===== src/rtl/counter_if.sv =====
// counter_if: up/down/mode request lines into the counter and its volume result back out.
//   up, down, mode : requests, driven by the master
//   volume         : current count, driven by the slave
interface counter_if #(parameter int WIDTH = 4);
  logic up;
  logic down;
  logic mode;
  logic [WIDTH-1:0] volume;
  modport master(output up, down, mode, input volume);
  modport slave(input up, down, mode, output volume);
endinterface


===== src/rtl/counter.sv =====
// counter: up/down volume counter with selectable saturating or wrap-around behaviour.
//   clk     : rising-edge clock
//   n_reset : synchronous active-high reset, clears volume to 0
//   bus     : counter_if slave (up, down, mode in; volume out, registered)
module counter #(parameter int WIDTH = 4) (
  input logic clk,
  input logic n_reset,
  counter_if.slave bus
);
  localparam logic [WIDTH-1:0] MAXV = '1;
  logic [WIDTH-1:0] vol, nxt;
  logic inc, dec;
  // Boundaries are found by explicit compares, so the +1/-1 never aliases past MAXV or 0.
  always_comb begin
    inc = bus.up & ~bus.down;
    dec = bus.down & ~bus.up;
    nxt = inc ? ((vol == MAXV) ? (bus.mode ? '0 : MAXV) : vol + 1'b1) :
          dec ? ((vol == '0) ? (bus.mode ? MAXV : '0) : vol - 1'b1) : vol;
  end
  always_ff @(posedge clk) begin
    if (n_reset) vol <= '0;
    else vol <= nxt;
  end
  assign bus.volume = vol;
endmodule


===== src/flat_wrapper.sv =====
// flat-port wrapper written by rule: the top's interface ports become plain ports
module counter_flat 
#(parameter int WIDTH = 4)
  (clk, n_reset, bus_up, bus_down, bus_mode, bus_volume);
  counter_if #(.WIDTH(WIDTH)) bus_i ();
  input logic clk;
  input logic n_reset;
  input wire logic [$bits(bus_i.up)-1:0] bus_up;
  input wire logic [$bits(bus_i.down)-1:0] bus_down;
  input wire logic [$bits(bus_i.mode)-1:0] bus_mode;
  output wire logic [$bits(bus_i.volume)-1:0] bus_volume;
  assign bus_i.up = bus_up;
  assign bus_i.down = bus_down;
  assign bus_i.mode = bus_mode;
  assign bus_volume = bus_i.volume;
  counter #(.WIDTH(WIDTH)) u_core (.clk(clk), .n_reset(n_reset), .bus(bus_i));
endmodule

===== config.mk =====
export PLATFORM = sky130hd
export DESIGN_NAME = counter_flat
export DESIGN_NICKNAME = d
export VERILOG_FILES = /design/src/rtl/counter_if.sv /design/src/rtl/counter.sv /design/src/flat_wrapper.sv
export SDC_FILE = /design/constraint.sdc
export NUM_CORES = 1
export LEC_CHECK = 0
export CAP_MARGIN = 40
export CORE_AREA = 2 2 39 41
export DETAILED_ROUTE_END_ITERATION = 12
export DIE_AREA = 0 0 41 43
export GPL_ROUTABILITY_DRIVEN = 0
export PLACE_DENSITY = 0.61
export SKIP_CTS_REPAIR_TIMING = 1
export SLEW_MARGIN = 5
export SYNTH_ARGS = -nofsm -noshare
export SYNTH_HDL_FRONTEND = slang
export SYNTH_SLANG_ARGS = --single-unit

===== constraint.sdc =====
create_clock -name clk -period 1.9 [get_ports clk]
set_clock_uncertainty 0.05 [all_clocks]
set_input_delay 0.38 -clock clk [delete_from_list [all_inputs] [get_ports clk]]
set_output_delay 0.38 -clock clk [all_outputs]
set_load 0.005 [all_outputs]

---- Word level (Yosys, flattened, before mapping) ----
Cells that the tools add are included.
storage, ports and cells
  flip-flop bits (word level) ............. 4
  input bits .............................. 5
  output and inout bits ................... 4
  logic and storage cells ................. 16
cells by class
  add/subtract/negate cells ............... 2
  eq/ne operators ......................... 1
  mux-type cells .......................... 6
  bitwise operators ....................... 4
  reductions and logical operators ........ 2
operators with widths
  kind                 count
  $mux 4               6
  $add 4x1->4 const B  1
  $eq 4x4->1 const B   1
  $logic_not 4->1      1
  $sub 4x1->4 const B  1
  $and 1x1->1          2
  $not 1->1            2
  $reduce_bool 2->1    1

---- Depth between registers and ports, before layout ----
Gate-level depths: netlist of run 1.
  depth in word-level cells ............... 4
  gate-level depth with buffers ........... 6
  mapped depth without buffers ............ 6

---- Worst setup path after synthesis of run 1 ----
No wires, ideal clock.
  path kind ............................... register -> register
  start ................................... reg u_core.vol[0] (netlist: u_core.bus.volume[0])
  end ..................................... reg u_core.vol[3] (netlist: u_core.bus.volume[3])
  setup time .............................. 0.133 ns
  data arrival time ....................... 1.454 ns
  data required time ...................... 1.717 ns
  setup slack ............................. 0.263 ns
  stages on the path, launching flop included .. 7
  buffers on the path ..................... 0
  clock period less this slack ............ 1.637 ns
  cell sequence ........................... dfxtp_1 -> inv_1 -> ha_1 -> nor3b_2 -> a211o_1 -> a211oi_1 -> a2111oi_2
between the ends
  longest elaborated chain between the ends .. 4
  elaborated cells on any way between the ends .. 8
  those cells by class .................... add/sub (2); eq/ne (1); mux (4); reduce/logical (1)
RTL lines
  what                                            RTL line       source
  start, declared                                 counter.sv:11  logic [WIDTH-1:0] vol, nxt;
  start signal, assigned                          counter.sv:22  else vol <= nxt;
  $sub 4x1->4 or $logic_not 4->1 (tied branches)  counter.sv:18  dec ? ((vol == '0) ? (bus.mode ? MAXV : '0) : vol - 1'b1) : vol;
  $mux 4 (2 in series)                            counter.sv:18
  $mux 4 *                                        counter.sv:17  nxt = inc ? ((vol == MAXV) ? (bus.mode ? '0 : MAXV) : vol + 1'b1) :
Mark *: on every way between the ends. The rest lies on a longest branch, timed or not. The select of a mux whose other input is x is not followed.
A chain may end at the register's enable or synchronous reset.

---- Final worst setup path of run 1 ----
  start ................................... reg u_core.vol[2] (netlist: u_core.bus.volume[2])
  end ..................................... out bus_volume[2]
RTL lines
  what           RTL line            source
  end, declared  flat_wrapper.sv:11  output wire logic [$bits(bus_i.volume)-1:0] bus_volume;
No word-level cell between the ends.

==> results of run 1 <==
==> placed cells by master, fill, tap and decap left out, drive strengths merged <==
cell type,n
o21a,1
ha,3
nand2,2
a211o,1
o21ai,2
nor3b,1
nor2,1
nand4,1
o211a,1
clkdlybuf4s50,8
a31oi,1
a221oi,1
nor3,1
mux2i,2
mux2,2
a21oi,5
nand2b,1
nor2b,1
buf,6
nand3b,2
o2111a,1
clkbuf,3
dfxtp,4
inv,6
a211oi,1
a2111oi,1
nand3,1
or3,1
==> logic make-up after synthesis <==
family / synth area share
AOI/OAI and AO/OA: 0.289
and+or+nand+nor: 0.207
buffers and inverters: 0.0724
muxes: 0.122
DFF: 0.211
adders and majority gates: 0.0987
==> report_power, final <==
group          internal [uW]  switching [uW]  total (uW)
logic                    103            74.5         177
clock network           70.3            30.5         101
registers               97.1            22.4         120
total                    270             127         397
==> final timing paths <==
path	end	depth (start not counted)	from	slack [ns]
setup / recovery	bus_volume[2]	1	u_core.bus.volume[2]$_SDFFE_PP0P_	0.17
hold / removal	u_core.bus.volume[0]$_SDFFE_PP0P_	2	u_core.bus.volume[0]$_SDFFE_PP0P_	0.55
setup reg to reg	u_core.bus.volume[3]$_SDFFE_PP0P_	6	u_core.bus.volume[1]$_SDFFE_PP0P_	0.19
hold reg to reg	u_core.bus.volume[0]$_SDFFE_PP0P_	2	u_core.bus.volume[0]$_SDFFE_PP0P_	0.55
==> cell type report <==
cell class | count | share of cell area
flip-flops and latches | 4 | 0.146
clock buffers | 3 | 0.0410
inverters | 6 | 0.0410
well taps | 16 | 0.0364
multi-input cells | 34 | 0.508
repair buffers | 14 | 0.228
==> through the flow <==
step           total power, uW  worst slack (ns)  cell area, sq um
3_5_place_dp               296            -0.110               520
3_3_place_gp               293            -0.104               520
5_1_grt                    435            0.0485               549
2_1_floorplan              226             0.263               380
6_report                   397             0.171               549
4_1_cts                    404             0.130               543
==> per-layer routing <==
metal	wire (um)	track usage	share of wire	up-vias
met3	28	0.0314	0.033	0
li1	-	-	-	200
met4	0	0.0800	0	0
met1	406	0.125	0.47	176
met5	0	0	0	-
met2	423	0.175	0.49	4
==> results.toml, run 1 <==
[power_and_ir_drop]
power_density_nw_per_um2 = 724
ir_drop_v = 0.000331
p_leak_uw = 0.000237

[grt]
gr-total-overflow = 0
grt_pass1_wl_um = 1340
grt.total_usage = 0.113
grt_max_degree = 11
grt_pass1_vias = 343
antenna_found_initial = 0

[setup_path]
worstPathRequired_ns = 1.47
path_max_fanout = 10
max_stage_delay_ns = 0.57
crit_arrival_ns = 1.30
path_cells = "clkdlybuf4s50_1"
crit_family = "buffers and inverters"
crit_buf_inv = 1
worst_setup_path_start_kind = "flip-flop"
crit_path_end_kind = "output pin"
cpMaxStageDelayCell = "clkdlybuf4s50_1"
critPathKind = "reg2out"

[sta]
post-route-period-util = 0.910
worst_pin_slew_ns = 0.329
maxSlewHeadroom = 0.781
fmax_ghz = 0.578
hold_slack_ns = 0.546
period_minus_slack_ns = 1.73
tns_ns = 0
setup_viol = 0
hold_viol = 0
slew_viol_final = 0
rsz0062_at_grt = "no"

[logic_synthesis]
synth_edf_count = 0
synthFlopType = "dfxtp_1"
synth_warnings = 0
syn_nets = 53
synthTopCellsByCount = "6 x inv_1, 5 x a21oi_1, 4 x dfxtp_1"
netlist_instances = 45
yosysMostFrequentCell = "inv_1"
ys_ff_latch = 4
yosys.area.top_type_share = 0.211
seq_area_frac_synth = 0.211
ys_async_sr_fraction = 0
synth.distinct_cells = 27
synthTopCellsByArea = "dfxtp_1 21%, ha_1 9.9%, a21oi_1 6.6%, inv_1 5.9%, mux2i_1 5.3%"
synth_area_sq_um = 380
synth_area_leader_cell = "dfxtp_1"
avgSynthCellArea_sq_um = 8.45

[run]
cap_violations = 0

[finish]
synthToLayoutAreaGrowth_pct = 44.4
multi_input_area_sq_um = 279
fin_cells = 77
drive_gt1_frac = 0.246
regArea_sq_um = 80.1
fillers = 158
finalNetCount = 71
largest_reg_flops = 4
fin_util = 0.397
n_antenna_cell = 0

[detailed_routing]
num_vias = 380
drtIter0Drc = 2
drc_errors = 0
wl_per_cell_um = 11.2
wl_um = 859
dr.pass1.iters = 2
drtAntennaViolNets = 0
viasPerCell = 4.94

[cts]
clkTransAtPathRegs_ns = 0.04
cts_tree = "done"
cts_sinks = 4
clockBufferDepth = 2
cts_max_level = 1
numCtsBuffers = 3
clock_tree.root_cell = "clkbuf_4"
clk-insertion-delay-late_ns = 0.23

[floorplanning]
die_h_um = 43
die_w_um = 41
core_sq_um = 1380
boundaryPins = 9
start_util = 0.275
fp-row-count = 14
die_area_sq_um = 1760

[place]
dp_cells = 74
dpl.hpwl_um = 708
port_buffers = 8

[min_path]
hp-class = "reg2reg"

[run_status]
run_status = "complete, no violations"
No activity file was read; power rests on OpenSTA's default activity.
==> run 2, diff against run 1 <==
Settings changed: MAX_ROUTING_LAYER from default to met4.
==> run 2 against run 1 <==
Maximum frequency about the same. Routed wire length grew 0.47%. Largest cell class unchanged. Count of clock-buffer cells in the layout is the same.
==> results.toml, run 2 (synthesis gave the netlist of run 1 again) <==
[run_status]
run_status = "complete, no violations"

[place]
pre_cts_ws_ns = -0.110
dp_cells = 74
placed_area_sq_um = 520
port_buffers = 8
dpl.hpwl_um = 708

[setup_path]
crit_path_end_kind = "output pin"
worstPathRequired_ns = 1.47
max_stage_delay_ns = 0.57
cpMaxStageDelayCell = "clkdlybuf4s50_1"
path_cells = "clkdlybuf4s50_1"
crit_arrival_ns = 1.30
worst_setup_path_start_kind = "flip-flop"
critPathKind = "reg2out"
crit_buf_inv = 1
path_max_fanout = 10
crit_family = "buffers and inverters"

[sta]
fmax_ghz = 0.578
hold_viol = 0
finalWorstSetupSlack_ns = 0.169
period_minus_slack_ns = 1.73
slew_viol_final = 0
setup_viol = 0
worst_pin_slew_ns = 0.330
rsz0062_at_grt = "no"
maxSlewHeadroom = 0.779
post-route-period-util = 0.911

[cts]
numCtsBuffers = 3
cts_tree = "done"
clock_tree.root_cell = "clkbuf_4"
clk-insertion-delay-late_ns = 0.23
cts_sinks = 4
clockBufferDepth = 2
clkTransAtPathRegs_ns = 0.04
cts_max_level = 1

[detailed_routing]
highest_layer = "met3"
dr.pass1.iters = 2
met3WireLength_um = 28
viasPerCell = 4.96
wl_um = 863
drt-met1-wl_um = 404
wl_per_cell_um = 11.2
num_vias = 382
drc_errors = 0
drtAntennaViolNets = 0
drtIter0Drc = 2
wl_met2_um = 430

[finish]
fin_util = 0.397
largest_reg_flops = 4
finalNetCount = 71
regArea_sq_um = 80.1
fillers = 158
layout_common_cells = "8 x clkdlybuf4s50_1, 6 x inv_1, 6 x buf_4"
multi_input_area_sq_um = 279
final_common_cell = "clkdlybuf4s50_1"
n_antenna_cell = 0
synthToLayoutAreaGrowth_pct = 44.4
drive_gt1_frac = 0.246
fin_cells = 77
fin_area_sq_um = 549

[grt]
grt_pass1_wl_um = 1320
grt_pass1_vias = 344
gr-total-overflow = 0
grt.total_usage = 0.115
grt_max_degree = 11
antenna_found_initial = 0

[run]
cap_violations = 0

[power_and_ir_drop]
power_density_nw_per_um2 = 724
ir_drop_v = 0.000331
p_leak_uw = 0.000237

[floorplanning]
die_area_sq_um = 1760
die_w_um = 41
fp-row-count = 14
die_h_um = 43
boundaryPins = 9
core_sq_um = 1380
start_util = 0.275

[min_path]
hp-class = "reg2reg"
## run 2: report_power, final
group	internal (uW)	switching [uW]
combinational	103	74.7
sequential	97.1	22.6
clock	70.3	30.5
## run 2: worst reg2reg max path: cells and delay by family (launching register included)
| kind | cells | cell delay, ns |
|---|---|---|
| DFF | 1 | 0.40 |
| AOI/OAI and AO/OA | 3 | 0.63 |
| and+or+nand+nor | 1 | 0.19 |
| buffers and inverters | 1 | 0.08 |
| adders and majority gates | 1 | 0.23 |
## run 2: layout make-up
cell class | instances | area share
Timing Repair Buffer | 14 | 0.228
Inverter | 6 | 0.0410
Tap cell | 16 | 0.0364
Multi-Input combinational cell | 34 | 0.508
Clock buffer | 3 | 0.0410
Sequential cell | 4 | 0.146
## run 2: path summary, 6_finish.rpt
| kind | from | end | slack [ns] | cells past startpoint |
|---|---|---|---|---|
| max reg2reg | u_core.bus.volume[1]$_SDFFE_PP0P_ | u_core.bus.volume[3]$_SDFFE_PP0P_ | 0.19 | 6 |
| min reg2reg | u_core.bus.volume[0]$_SDFFE_PP0P_ | u_core.bus.volume[0]$_SDFFE_PP0P_ | 0.55 | 2 |
| max | u_core.bus.volume[2]$_SDFFE_PP0P_ | bus_volume[2] | 0.17 | 1 |
| min | u_core.bus.volume[0]$_SDFFE_PP0P_ | u_core.bus.volume[0]$_SDFFE_PP0P_ | 0.55 | 2 |
## run 2: routing by layer
metal,up-vias,GRT usage
met5,-,-
met4,0,0.0800
met3,0,0.0314
met2,4,0.175
met1,178,0.121
li1,200,-
## run 2: through the flow
stage	power, uW	setup TNS, ns	hold slack (ns)
finish	398	0	0.546
detailed placement	296	-0.170	0.548
floorplan	226	0	0.409
global route	435	0	0.569
CTS	404	0	0.556
global placement	293	-0.133	0.537
